[config.mk]
export PLATFORM = sky130hd
export DESIGN_NAME = jtag_scan_master
export DESIGN_NICKNAME = d
export VERILOG_FILES = /design/src/rtl/jtag_scan_master.sv
export SDC_FILE = /design/constraint.sdc
export NUM_CORES = 1
export LEC_CHECK = 0
export ABC_AREA = 1
export CELL_PAD_IN_SITES_DETAIL_PLACEMENT = 1
export CELL_PAD_IN_SITES_GLOBAL_PLACEMENT = 2
export CORE_MARGIN = 4
export CORE_UTILIZATION = 29
export DETAILED_ROUTE_END_ITERATION = 8
export PLACE_DENSITY_LB_ADDON = 0.3
export SLEW_MARGIN = 20
export SYNTH_ARGS = -nofsm -noshare
export SYNTH_HDL_FRONTEND = slang
export SYNTH_SLANG_ARGS = --single-unit
[constraint.sdc]
create_clock -name clk -period 3.5 [get_ports clk]
set_clock_uncertainty 0.15 [all_clocks]
set_input_delay 0.7 -clock clk [delete_from_list [all_inputs] [get_ports clk]]
set_output_delay 0.7 -clock clk [all_outputs]
set_load 0.05 [all_outputs]
[src/rtl/jtag_scan_master.sv]
// JTAG master: turns reset / IR-scan / DR-scan commands into TCK/TMS/TDI sequences and collects TDO.
// Build option: define JTAG_TRST_EN to pulse trst_n low for one TCK period before a TAP reset.
module jtag_scan_master #(
  parameter int MAX_LEN = 32,
  parameter int TCK_DIV = 2
) (
  input  logic                         clk,
  input  logic                         rst,
  input  logic                         cmd_valid,
  output logic                         cmd_ready,
  input  logic [1:0]                   cmd_op,
  input  logic [$clog2(MAX_LEN+1)-1:0] cmd_len,
  input  logic [MAX_LEN-1:0]           cmd_data,
  output logic                         rsp_valid,
  output logic [MAX_LEN-1:0]           rsp_data,
  output logic                         tck,
  output logic                         tms,
  output logic                         tdi,
  input  logic                         tdo,
  output logic                         trst_n
);
  localparam int LW = $clog2(MAX_LEN + 1);
  localparam int SW = (LW > 3) ? LW : 3;
  localparam int PW = $clog2(2 * TCK_DIV);
  localparam logic [PW-1:0] PH_RISE = PW'(TCK_DIV);
  localparam logic [PW-1:0] PH_LAST = PW'(2 * TCK_DIV - 1);
  localparam logic [1:0] OP_RESET = 2'b00;
  localparam logic [1:0] OP_IR    = 2'b01;
  localparam logic [1:0] OP_DR    = 2'b10;

  typedef enum logic [2:0] {
    IDLE,
`ifdef JTAG_TRST_EN
    TRST,
`endif
    PRE,
    SHIFT,
    POST,
    DONE
  } state_t;

  state_t             state_q, state_d;
  logic [1:0]         op_q, op_d;
  logic [SW-1:0]      len_q, len_d;
  logic [MAX_LEN-1:0] data_q, data_d;
  logic [PW-1:0]      phase_q, phase_d;
  logic [SW-1:0]      step_q, step_d;
  logic               tck_q, tck_d;
  logic               tms_q, tms_d;
  logic               tdi_q, tdi_d;
  logic [MAX_LEN-1:0] rsp_data_q, rsp_data_d;
  logic [LW-1:0]      len_clamped;
  logic               new_period;
  logic [MAX_LEN-1:0] shift_word;
`ifdef JTAG_TRST_EN
  logic               trst_n_q, trst_n_d;
`endif

  // Index of the final PRE period for each op.
  function automatic logic [SW-1:0] pre_last(input logic [1:0] op);
    case (op)
      OP_RESET: return SW'(5);
      OP_IR:    return SW'(3);
      default:  return SW'(2);
    endcase
  endfunction

  always_comb begin
    state_d    = state_q;
    op_d       = op_q;
    len_d      = len_q;
    data_d     = data_q;
    phase_d    = phase_q;
    step_d     = step_q;
    tck_d      = tck_q;
    tms_d      = tms_q;
    tdi_d      = tdi_q;
    rsp_data_d = rsp_data_q;
    new_period = 1'b0;
`ifdef JTAG_TRST_EN
    trst_n_d   = trst_n_q;
`endif
    len_clamped = (cmd_len > LW'(MAX_LEN)) ? LW'(MAX_LEN) : cmd_len;

    case (state_q)
      IDLE: begin
        if (cmd_valid) begin
          op_d       = cmd_op;
          len_d      = SW'(len_clamped);
          data_d     = cmd_data;
          rsp_data_d = '0;
          phase_d    = '0;
          step_d     = '0;
          tck_d      = 1'b0;
          new_period = 1'b1;
          if (cmd_op == OP_RESET) begin
`ifdef JTAG_TRST_EN
            state_d  = TRST;
            trst_n_d = 1'b0;
`else
            state_d  = PRE;
`endif
          end else if ((cmd_op == OP_IR || cmd_op == OP_DR) && len_clamped != '0) begin
            state_d = PRE;
          end else begin
            state_d = DONE;
          end
        end
      end
      DONE: state_d = IDLE;
      default: begin
        // TDO is taken in the first clk cycle with tck high.
        if (state_q == SHIFT && phase_q == PH_RISE)
          rsp_data_d = rsp_data_q | (MAX_LEN'(tdo) << step_q);
        if (phase_q == PH_LAST) begin
          phase_d    = '0;
          tck_d      = 1'b0;
          step_d     = step_q + SW'(1);
          new_period = 1'b1;
          case (state_q)
`ifdef JTAG_TRST_EN
            TRST: begin
              state_d  = PRE;
              step_d   = '0;
              trst_n_d = 1'b1;
            end
`endif
            PRE: begin
              if (step_q == pre_last(op_q)) begin
                step_d  = '0;
                state_d = (op_q == OP_RESET) ? DONE : SHIFT;
              end
            end
            SHIFT: begin
              if (step_q == len_q - SW'(1)) begin
                step_d  = '0;
                state_d = POST;
              end
            end
            POST: begin
              if (step_q == SW'(1)) begin
                step_d  = '0;
                state_d = DONE;
              end
            end
            default: ;
          endcase
        end else begin
          phase_d = phase_q + PW'(1);
          tck_d   = (phase_d >= PH_RISE);
`ifdef JTAG_TRST_EN
          if (state_q == TRST) tck_d = 1'b0;
`endif
        end
      end
    endcase

    // TMS/TDI for the period that starts on the next edge.
    shift_word = data_d >> step_d;
    if (new_period) begin
      tdi_d = 1'b0;
      case (state_d)
`ifdef JTAG_TRST_EN
        TRST: tms_d = 1'b1;
`endif
        PRE: begin
          case (op_d)
            OP_RESET: tms_d = (step_d != SW'(5));
            OP_IR:    tms_d = (step_d < SW'(2));
            default:  tms_d = (step_d == '0);
          endcase
        end
        SHIFT: begin
          tms_d = (step_d == len_d - SW'(1));
          tdi_d = shift_word[0];
        end
        POST:    tms_d = (step_d == '0);
        default: ;
      endcase
    end
  end

  always_ff @(posedge clk) begin
    if (rst) begin
      state_q    <= IDLE;
      op_q       <= '0;
      len_q      <= '0;
      data_q     <= '0;
      phase_q    <= '0;
      step_q     <= '0;
      tck_q      <= 1'b0;
      tms_q      <= 1'b1;
      tdi_q      <= 1'b0;
      rsp_data_q <= '0;
    end else begin
      state_q    <= state_d;
      op_q       <= op_d;
      len_q      <= len_d;
      data_q     <= data_d;
      phase_q    <= phase_d;
      step_q     <= step_d;
      tck_q      <= tck_d;
      tms_q      <= tms_d;
      tdi_q      <= tdi_d;
      rsp_data_q <= rsp_data_d;
    end
  end

`ifdef JTAG_TRST_EN
  always_ff @(posedge clk) begin
    if (rst) trst_n_q <= 1'b1;
    else     trst_n_q <= trst_n_d;
  end
  assign trst_n = trst_n_q;
`else
  assign trst_n = 1'b1;
`endif

  assign cmd_ready = (state_q == IDLE);
  assign rsp_valid = (state_q == DONE);
  assign rsp_data  = rsp_data_q;
  assign tck       = tck_q;
  assign tms       = tms_q;
  assign tdi       = tdi_q;
endmodule

* Word level (Yosys, flattened, before mapping) *
Cells that the tools add are included.

storage, ports and cells
  register bits = 86
  input port bits = 44

cells by class
  $add $sub $neg = 4
  order comparisons = 3
  equality and inequality tests = 19
  shift-type cells = 2
  muxes and demuxes = 43
  bitwise operators = 2
  reduce and logical (&&, ||, !) cells = 15

operators with widths
  kind                                                  count
  2-to-1 mux 32 bit                                     4
  2-to-1 mux 6 bit                                      11
  case mux 32 bit (2 select lines)                      1
  OR 32 bit                                             1
  << shifter 1 x 6 -> 32 bit                            1
  right shift 32 x 6 -> 1 bit                           1
  2-to-1 mux 3 bit                                      8
  equality test 6 bit                                   3
  case mux 6 bit (3 select lines)                       1
  equality test 3 x 2 -> 1 bit, second input constant   4
  case mux 3 bit (2 select lines)                       2
  case mux 6 bit (2 select lines)                       1
  subtractor 6 x 1 -> 6 bit, second input constant      2
  case mux 3 bit (3 select lines)                       1
  2-to-1 mux 2 bit                                      4
  adder 6 x 1 -> 6 bit, second input constant           1
  equality test 2 x 1 -> 1 bit, second input constant   3
  equality test 2 bit, second input constant            3
  equality test 3 x 1 -> 1 bit, second input constant   2
  equality test 6 x 1 -> 1 bit, second input constant   1
  greater-than comparator 6 bit, second input constant  1
  zero test 2 bit                                       3
  zero test 6 bit                                       1
  < comparator 6 x 2 -> 1 bit, second input constant    1
  19 further kinds                                      27

* Depth between registers and ports, before layout *
Gate-level depths: netlist (run 1).

  word-level depth = 13
  gate-level depth with buffers = 24
  depth with buffers taken out = 24

* Worst setup path after synthesis (run 1) *
Ideal clock, no wire load.

  path type = register to register
  start = reg state_q[1]
  end = reg tms_q, in the netlist tms
  data arrival time = 2,414 ps
  required time = 3,235 ps
  path slack = 821 ps
  stages on the path, launching flop included = 22
  buffers on the path = 0
  period minus slack after synthesis = 2,679 ps
  cells stage by stage = dfxtp_1 -> nor2_4 -> inv_4 -> nor2_8 -> nand2_4 -> nor2_4 -> inv_2 -> o22ai_2 -> inv_1 -> ha_1 -> and2_1 -> nand2_1 -> xor2_1 -> nand3_1 -> nand3_1 -> nor2_1 -> nand3_1 -> nand2_1 -> nand2_1 -> nand2_1 -> nand2_1 -> nand2_1

between the ends
  elaborated cells on any way between the ends = 32
  classes of those cells = add/sub: 1; order compare: 1; eq/ne: 10; mux: 15; reduce/logical: 5

RTL lines
  item                                                                    line  text
  start: declaration                                                      42    state_t state_q, state_d;
  start signal: assignment                                                196   state_q <= state_d;
  zero test 3 bit (*)                                                     -
  net cmd_ready                                                           10    output logic cmd_ready,
  2-to-1 mux 6 bit, or another cell as far along                          85    case (state_q)
  subtractor 6 x 1 -> 6 bit, or another cell as far along                 174   tms_d = (step_d == len_d - SW'(1));
  equality test 6 bit, or another cell as far along                       174
  case mux 1 bit (3 select lines) or AND reduction 2 bit (tied branches)  -
  end signal: assignment                                                  203   tms_q <= tms_d;
  end: declaration                                                        49    logic tms_q, tms_d;

Mark *: on every way through the listed nets, which the timed path passes. The rest lies on a longest branch.
A chain may end at the register's enable or synchronous reset.

* Final worst setup path (run 1) *
  start = reg state_q[1]
  end = out rsp_valid

between the ends
  word-level cells in the longest chain between the ends = 1

RTL lines
  item                 line  text
  equality test 3 bit  220   assign rsp_valid = (state_q == DONE);
  end: declaration     14    output logic rsp_valid,

No other way between the ends.

==> impl_results.md, run 1 <==
- # hold bufs at CTS: 0
- Synth Warn #: 0
- Grt met3 use: 3.301%
- # resized after CTS: 0
- First-pass GRT wire length: 23690 um
- Vias: 4471
- CP max FO: 10
- Arrival @ worst endpoint: 2080 ps
- I/O pin count: 82
- Req. time, crit path: 2650 ps
- Post-Syn Nets: 712
- Async SR Flop Fraction: 0%
- Die area: 18050 um2
- Sw Pwr: 727.8 uW
- Synthesized area per cell: 7.004 um2
- Synth area leaders: dfxtp_1 37%, nand2_1 10%, nor2_1 9.6%
- Commonest cells after routing, fill and taps aside: 125 x nand2_1, 118 x nor2_1, 85 x dfxtp_1, 79 x clkdlybuf4s50_1, 70 x inv_1
- Vias in the first global route: 4723
- CTS tree: yes
- DP Area: 5613 um2
- Min Tclk post-route: 2930 ps
- Share of total power in the clock network: 43.1%
- Final Hold Vio Count: 0
- Leakage power: 2.608 nW
- PD cells: 445.3 nW/um2
- Die extent in y: 134.3 um
- GPL Wtd Cong: 0.8074
- WS Path Type: reg2out
- Routed Wire Length: 14190 um
- Worst-path clk slew: 60 ps
- Core Util, Final: 38.65%
- Actual slew at the worst max-slew pin: 587.7 ps
- Internal power: 1.927 mW
- Global route total overflow: 0
- R2R setup slack: 590 ps
- Yosys top cell by area: dfxtp_1
- ANT cells: 0
- Postcts setup bufs: 0
- Post-synth EDFFs: 0
- Layout area overhead: 28.78%
- Initial DRT Pass Iterations: 4
- Seq pwr share: 38.9%
- Unrepaired setup endpoints after global routing: no
- Slew Limit Headroom: 60.82%
- Final setup fails: 0
- CTS Buf Count: 9
- Wire per inst: 14.87 um
- Total Nets Final: 789
- Core Area: 15430 um2
- Most common cell after layout, fill and taps aside: nand2_1
- Met1 usage: 19.64%
- Synth Cell Area: 4629 um2
- Register area share after synthesis: 36.76%
- Vias per cell: 4.687
- Dpl hpwl: 10930 um
- CP Capture Type: output pin
- Worst min-delay path class: reg2reg
- H-tree depth: 3
- CTS root buf: clkbuf_16
- Synthesized instance count: 661
- Clock Tree Buf Depth: 2
- Final period util: 83.73%
- Num rows: 45
- Number of synthesized register bits: 85
- Cell breakdown of the critical path: nor2_4 > inv_4 > nor2_1 > clkdlybuf4s50_1
- Combinational share of power: 18.1%
- Outcome: finished, final reports clean
- Synth unique cells: 43
- Max Slew Vio Count: 0
- Finished Cell Area: 5962 um2
- Total track usage: 16.33%
- Setup crit start kind: flip-flop
- Drt initial violations: 186
- Gr busiest metal: met2
- Layout cells sized above 1: 10.63%
- Remaining antenna violation count: 0
- M2 GR Usage: 28.63%
- Switching share of total power: 27.42%
- Critical path's slowest cell: clkdlybuf4s50_1
- TNS Setup: 0 ps
- Main synth FF type: dfxtp_1
- Fmax: 0.3413 GHz
- DRC: 0
- Initial Utilization: 30.01%
- Maximum vdd drop: 0.2263 mV
- Initial antenna violation count: 0
- Area fraction of the dominant cell type after synthesis: 36.76%
- Clk sink count: 85
- Max-Cap Viols: 0
- Pin count of the biggest net entering global routing: 50
- Die width: 134.3 um
- IO buf count: 80
- Worst-Skew Late Latency: 350 ps
- Crit path largest cell delay: 850 ps
-- cells in the mapped netlist (2+ instances only) --
| library cell | count |
|---|---|
| clkbuf_1 | 9 |
| mux2i_1 | 22 |
| nor2_4 | 4 |
| a21oi_2 | 2 |
| nand3b_1 | 7 |
| inv_2 | 5 |
| nor2_8 | 2 |
| nand4_1 | 5 |
| inv_1 | 70 |
| o21ai_2 | 2 |
| buf_2 | 7 |
| nand2_1 | 125 |
| nor2_1 | 118 |
| or2_2 | 11 |
| xnor2_1 | 2 |
| inv_4 | 3 |
| nor3_1 | 14 |
| buf_6 | 7 |
| nor2_2 | 2 |
| nand2_4 | 3 |
| o21ai_0 | 20 |
| o21ai_1 | 2 |
| buf_4 | 4 |
| nand3_1 | 51 |
| a31oi_1 | 9 |
| dfxtp_1 | 85 |
| nand2_2 | 9 |
| ha_1 | 7 |
| a21oi_1 | 34 |
| xor2_1 | 7 |
-- through the flow --
stage	total power, mW	setup slack, ps	hold slack [ps]	cells
2_1_floorplan	1.384	820.6	301.9	661
3_3_place_gp	1.522	318.6	293.1	938
3_5_place_dp	1.537	226.7	292.6	938
4_1_cts	2.690	556.2	302.3	954
5_1_grt	2.784	319.1	321.4	954
6_report	2.655	569.6	300.2	954
-- sequential cells by signal, summed over array words and instances (netlist names) --
signal,cells
data_q,32
rsp_data,32
len_q,6
step_q,6
state_q,3
op_q,2
phase_q,2
tdi,1
tms,1
-- cells by family after synthesis --
| logic type | synth area share [%] |
|---|---|
| adder cells (fa/ha/maj) | 1.892 |
| AO/OA/AOI/OAI | 9.865 |
| flip-flops | 36.76 |
| multiplexers | 4.757 |
| AND/OR/NAND/NOR | 34.43 |
| buffers and inverters | 10.51 |
| XOR/XNOR | 1.703 |
| other | 0.08100 |
-- critical path, delay by kind of cell (launching register included) --
family        cells  cell delay (ps)
flops             1              370
buf+inv           2              960
simple gates      2              400
-- area by class of cell --
cell class,instances,area [um2]
Timing Repair Buffer,94,900.9
Clock buffer,11,242.7
Fill cell,1971,9465
Inverter,79,305.3
Sequential cell,85,1702
Multi-Input combinational cell,469,2441
Tap cell,211,264.0
Clock inverter,5,106.4
-- path summary, 6_finish.rpt --
path,start,end,depth (start not counted)
max,state_q[1]$_SDFF_PP0_,rsp_valid,4
min,rsp_data[18]$_SDFFE_PP0P_,rsp_data[18]$_SDFFE_PP0P_,2
max reg2reg,len_q[0]$_SDFF_PP0_,tms$_SDFFE_PP1P_,20
min reg2reg,rsp_data[18]$_SDFFE_PP0P_,rsp_data[18]$_SDFFE_PP0P_,2
-- power by group through the flow --
| stage | combinational [mW] | clock [mW] | sequential (mW) |
|---|---|---|---|
| 2_1_floorplan | 0.325 | 0 | 1.06 |
| 3_3_place_gp | 0.470 | 0 | 1.05 |
| 3_5_place_dp | 0.482 | 0 | 1.05 |
| 4_1_cts | 0.486 | 1.17 | 1.03 |
| 5_1_grt | 0.541 | 1.21 | 1.04 |
| 6_report | 0.480 | 1.14 | 1.03 |
-- per-layer routing --
layer,vias up,wire length (um)
met2,76,6953
met3,21,523
met5,-,0
li1,2259,-
met4,0,319
met1,2115,6393
Note: power is estimated with default switching activity, not from simulation.
==> run 2: changes to the inputs <==
- CORE_UTILIZATION: 29 -> 26
- clock period: 3.5 -> 2.45 ns (I/O delays scaled with it)
==> run 2 against run 1 <==
  * The flow now finishes with violations (negative setup slack)
  * Total power up 41%
  * Sequential power up 44%
  * Utilization up 1.5 points
  * Global-route usage down 0.98 points
  * Combinational power up 83%
  * Wire length up 6.7%
  * Register-to-register slack worse by 700 ps
  * Non-clock buffer count up 99
  * Cell count up 12%
==> impl_results.md, run 2 (synthesized netlist as in run 1, its figures left out) <==
- Outcome: finished, violations left
- Failing checks: negative setup slack
- First-pass GRT wire length: 24790 um
- Inst Count DP: 1049
- Final period util: 104.4%
- Global route total overflow: 0
- Vias: 4776
- Commonest cells after routing, fill and taps aside: 114 x nand2_1, 113 x nor2_1, 108 x buf_4, 77 x dfxtp_1, 76 x clkdlybuf4s50_1
- DP Area: 6432 um2
- # hold bufs at CTS: 0
- Layout area overhead: 50.49%
- CTS tree: yes
- Worst-Skew Late Latency: 340 ps
- I/O pin count: 82
- CTS root buf: clkbuf_16
- Most common cell after layout, fill and taps aside: nand2_1
- R2R setup slack: -110 ps
- Die extent in y: 141.4 um
- Hold path depth: 4
- Initial Utilization: 26.67%
- Req. time, crit path: 2510 ps
- Core Area: 17360 um2
- CP max FO: 5
- Non-Filler Instances: 1068
- Setup crit start kind: flip-flop
- Unrepaired setup endpoints after global routing: yes
- Die area: 20000 um2
- TNS Setup: -175.0 ps
- Drt initial violations: 102
- WS Path Type: reg2reg
- H-tree depth: 3
- Reg2Reg Launch Point: len_q[0]$_SDFF_PP0_
- Remaining antenna violation count: 0
- Maximum vdd drop: 0.4214 mV
- CP Capture Type: flip-flop
- Wire per inst: 14.17 um
- Total chip power: 3.741 mW
- Finished Cell Area: 6967 um2
- Cell breakdown of the critical path: inv_2 > ha_4 > xor2_1 > nand3_1 > nor2_2 > nand3_4 > nand2_4 > nand3_4 > nand2_1 > o21ai_2 > buf_4 > nor2_4 > nand2_1 > nand2_1 > inv_1 > nand2_2 > nand2_2 > nand3_2 > a21oi_2
- Max Slew Vio Count: 0
- Initial antenna violation count: 0
- Fmax: 0.3910 GHz
- PD cells: 537.0 nW/um2
- PnR worst setup slack: -107.5 ps
- Slew Limit Headroom: 59.25%
- Die width: 141.4 um
- Max-Cap Viols: 0
- Clock Tree Buf Depth: 2
- CTS Buf Count: 9
- Critical path's slowest cell: dfxtp_2
- Final setup fails: 2
- Num rows: 48
- Initial DRT Pass Iterations: 4
- Dpl hpwl: 11860 um
- Pin count of the biggest net entering global routing: 53
- Worst-path clk slew: 70 ps
- Clk sink count: 85
- IO buf count: 80
- Final Hold Vio Count: 0
- Hold_sp: rst
- Worst min-delay path class: in2reg
- DRC: 0
- Vias in the first global route: 5180
- Routed Wire Length: 15140 um
- Crit path largest cell delay: 340 ps
- Arrival @ worst endpoint: 2610 ps
- Register-to-Register Path Depth: 19
- CP most frequent cell: nand2_1
- Min Tclk post-route: 2557 ps
- Hold_ws: 298.0 ps
- Layout cells sized above 1: 26.33%
- FF-to-FF End: tdi$_SDFFE_PP0P_
- GPL Wtd Cong: 0.8566
- Leakage power: 3.154 nW
- Min-Delay Endpoint: phase_q[0]$_SDFFE_PP0P_
- Total track usage: 15.35%
- Actual slew at the worst max-slew pin: 611.3 ps
- Vias per cell: 4.472
- Total Nets Final: 889
- ANT cells: 0
## run 2: cell count changes in the layout (fill, tap and decap cells not counted), sizes merged
cell / previous run / this run
buf: 15 / 116
clkdlybuf4s50: 79 / 76
clkinv: 1 / 4
bufinv: 3 / 1
clkbuf: 11 / 9
dlygate4sd2: 0 / 1
inv: 79 / 80
nand2: 137 / 138
## run 2: worst max-delay path, delay by kind of cell, from the launching register on
kind / cells / cell delay (ps)
XOR/XNOR: 1 / 140
adder cells (fa/ha/maj): 1 / 250
flip-flops: 1 / 340
buffers and inverters: 3 / 260
AND/OR/NAND/NOR: 12 / 1150
AO/OA/AOI/OAI: 2 / 140
## run 2: what timing repair did
item / 4_1_cts / 5_1_grt
gates resized for setup: 37 / 15
endpoints found under the setup margin: 7 / 2
setup buffers: 1 / 0
pin swaps: 21 / 12
cloned: 2 / 0
## run 2: per-stage QoR
step / worst slack, ps / utilization [%]
3_5_place_dp: -492.3 / 37.06
5_1_grt: -272.5 / 40.14
4_1_cts: -149.3 / 39.81
3_3_place_gp: -409.7 / 37.06
6_report: -107.5 / 40.14
2_1_floorplan: -126.6 / -
## run 2: per-layer routing
metal  up-vias  track usage (%)  routed length [um]
li1       2455                -                   -
met1      2227            17.03                6431
met4         0            3.636                 174
met3        12            3.404                 586
met2        82            29.55                7945
met5         -                0                   0
## run 2: area by class of cell
class / count / area [um2]
fill: 2140 / 10390
multi-input combinational: 470 / 2649
timing repair buffer: 193 / 1715
sequential: 85 / 1712
inverter: 79 / 310.3
tap: 225 / 281.5
clock buffer: 9 / 225.2
clock inverter: 7 / 73.82
## run 2: worst max path at each step
stage,startpoint,to,slack (ps),cells after the start
after floorplan,state_q[0]$_SDFF_PP0_,tms$_SDFFE_PP1P_,-130,21
after global placement,cmd_valid,tms$_SDFFE_PP1P_,-410,19
after detailed placement,cmd_valid,tms$_SDFFE_PP1P_,-490,19
after CTS,len_q[0]$_SDFF_PP0_,tdi$_SDFFE_PP0P_,-150,21
after global routing,len_q[0]$_SDFF_PP0_,tdi$_SDFFE_PP0P_,-270,21
final,len_q[0]$_SDFF_PP0_,tdi$_SDFFE_PP0P_,-110,19
## run 2: power by group
group / internal, mW / switching (mW)
clock network: 0.795 / 0.590
registers: 1.45 / 0.0280
logic: 0.420 / 0.460
total: 2.66 / 1.08
==> run 3: changes to the inputs <==
- CORE_ASPECT_RATIO: unset -> 0.8
- HOLD_SLACK_MARGIN: unset -> 0.06
==> run 3 against run 2 <==
  * The flow still finishes with violations (negative setup slack)
  * Wire length up 7.1%
  * Global-route usage is 1.3 points higher
  * Cell count down 0.37%
  * Fmax is 0.46% lower
  * Sequential share of layout area fell by 0.062 points
==> impl_results.md, run 3 (synthesized netlist as in run 1, its figures left out) <==
- Initial DRT Pass Iterations: 4
- Sw Pwr: 1.092 mW
- Final period util: 104.9%
- Remaining antenna violation count: 0
- Drt initial violations: 200
- Switching share of total power: 29.57%
- Min Tclk post-route: 2569 ps
- CTS tree: yes
- Total track usage: 16.63%
- Wire per inst: 15.24 um
- Share of total power in the clock network: 36.3%
- PnR worst setup slack: -119.4 ps
- Die area: 20020 um2
- H-tree depth: 3
- # hold bufs at CTS: 0
- IO buf count: 80
- Commonest cells after routing, fill and taps aside: 115 x nor2_1, 114 x nand2_1, 102 x buf_4, 77 x dfxtp_1, 76 x clkdlybuf4s50_1
- Initial Utilization: 26.56%
- Die width: 157.2 um
- Core Area: 17430 um2
- PD cells: 528.7 nW/um2
- Initial antenna violation count: 0
- Maximum vdd drop: 0.3273 mV
- Setup crit start kind: flip-flop
- Clock Tree Buf Depth: 2
- Num rows: 43
- Layout area overhead: 50.86%
- DRC: 0
- Failing checks: negative setup slack
- CP Capture Type: flip-flop
- Arrival @ worst endpoint: 2660 ps
- Vias: 4851
- Final Hold Vio Count: 0
- CTS Buf Count: 9
- ANT cells: 0
- Outcome: finished, violations left
- Hold_ws: 302.0 ps
- Req. time, crit path: 2540 ps
- Vias in the first global route: 5365
- Layout cells sized above 1: 26.70%
- Worst-path clk slew: 70 ps
- Slew Limit Headroom: 59.47%
- Max Slew Vio Count: 0
- Actual slew at the worst max-slew pin: 603.3 ps
- Internal power: 2.601 mW
- Pin count of the biggest net entering global routing: 33
- First-pass GRT wire length: 26850 um
- CP max FO: 5
- Unrepaired setup endpoints after global routing: yes
- Seq pwr share: 40.0%
- Worst min-delay path class: reg2reg
- Vias per cell: 4.559
- GPL Wtd Cong: 0.7728
- Clk sink count: 85
- Core Util, Final: 40.07%
- Final setup fails: 2
- CTS root buf: clkbuf_16
- Fmax: 0.3892 GHz
- Leakage power: 3.132 nW
- Max-Cap Viols: 0
- Combinational share of power: 23.6%
- Total Nets Final: 885
- Most common cell after layout, fill and taps aside: nor2_1
- Dpl hpwl: 12490 um
- WS Path Type: reg2reg
- Global route total overflow: 0
- Die extent in y: 127.4 um
- I/O pin count: 82
- Routed Wire Length: 16210 um
- Worst-Skew Late Latency: 340 ps
-- run 3: power by group through the flow --
stage | Sequential [mW] | Clock [mW] | Combinational, mW
after floorplan | 1.51 | 0 | 0.476
after global placement | 1.50 | 0 | 0.818
after detailed placement | 1.51 | 0 | 0.844
after CTS | 1.48 | 1.39 | 0.871
after global routing | 1.48 | 1.43 | 0.972
final | 1.48 | 1.34 | 0.873
-- run 3: final timing paths --
kind,start,to,slack (ps),depth (start not counted)
min reg2reg,rsp_data[16]$_SDFFE_PP0P_,rsp_data[16]$_SDFFE_PP0P_,300,2
min,rsp_data[16]$_SDFFE_PP0P_,rsp_data[16]$_SDFFE_PP0P_,300,2
max reg2reg,len_q[1]$_SDFF_PP0_,tms$_SDFFE_PP1P_,-120,19
max,len_q[1]$_SDFF_PP0_,tms$_SDFFE_PP1P_,-120,19
-- run 3: stage by stage --
stage	power, mW	std cells	instance area, um2	worst slack, ps	TNS (ps)
after floorplan	1.989	661	4658	-126.6	-126.6
after global placement	2.323	1042	6392	-428.4	-2659
after detailed placement	2.352	1042	6392	-490.6	-3684
after CTS	3.742	1063	6922	-113.8	-225.3
after global routing	3.891	1064	6984	-390.2	-865.5
final	3.693	1064	6984	-119.4	-231.6
-- run 3: critical path, stage by stage, from the launching register on --
cell and delay, ps:
dfxtp_2 330, buf_4 130, nor2_2 110, nand2_1 90
nor2_1 120, xor2_1 200, nand3_2 170, nand2_4 130
nand3_4 120, nand2_4 120, nand2_8 80, buf_6 140
nor2_1 120, nand3_1 90, nand3_1 80, nand3_1 70
nand2_1 70, nand2_1 50, nand2_1 50, nand2_1 40
-- run 3: area by class of cell --
type                    instances  area [um2]
clock inverters                 4       32.53
repair buffers                189        1702
fillers                      2166       10450
clock buffers                  12       256.5
inverters                      79       307.8
multi-input cells             470        2693
flip-flops and latches         85        1712
well taps                     225       281.5
-- run 3: per-layer routing --
layer  track usage [%]  wire length [um]  vias up  share of wire [%]
li1                  -                 -     2447                  -
met1             23.45              8021     2339                 49
met5                 0                 0        -                  0
met2             26.88              7468       54                 46
met4             3.541               165        0                1.0
met3             2.709               555       11                3.4
-- run 3: repair_timing --
action,in CTS,in global routing
pin swaps,36,16
gates resized for setup,47,15
setup endpoints to repair,2,3
setup buffers,3,1
cloned,2,0
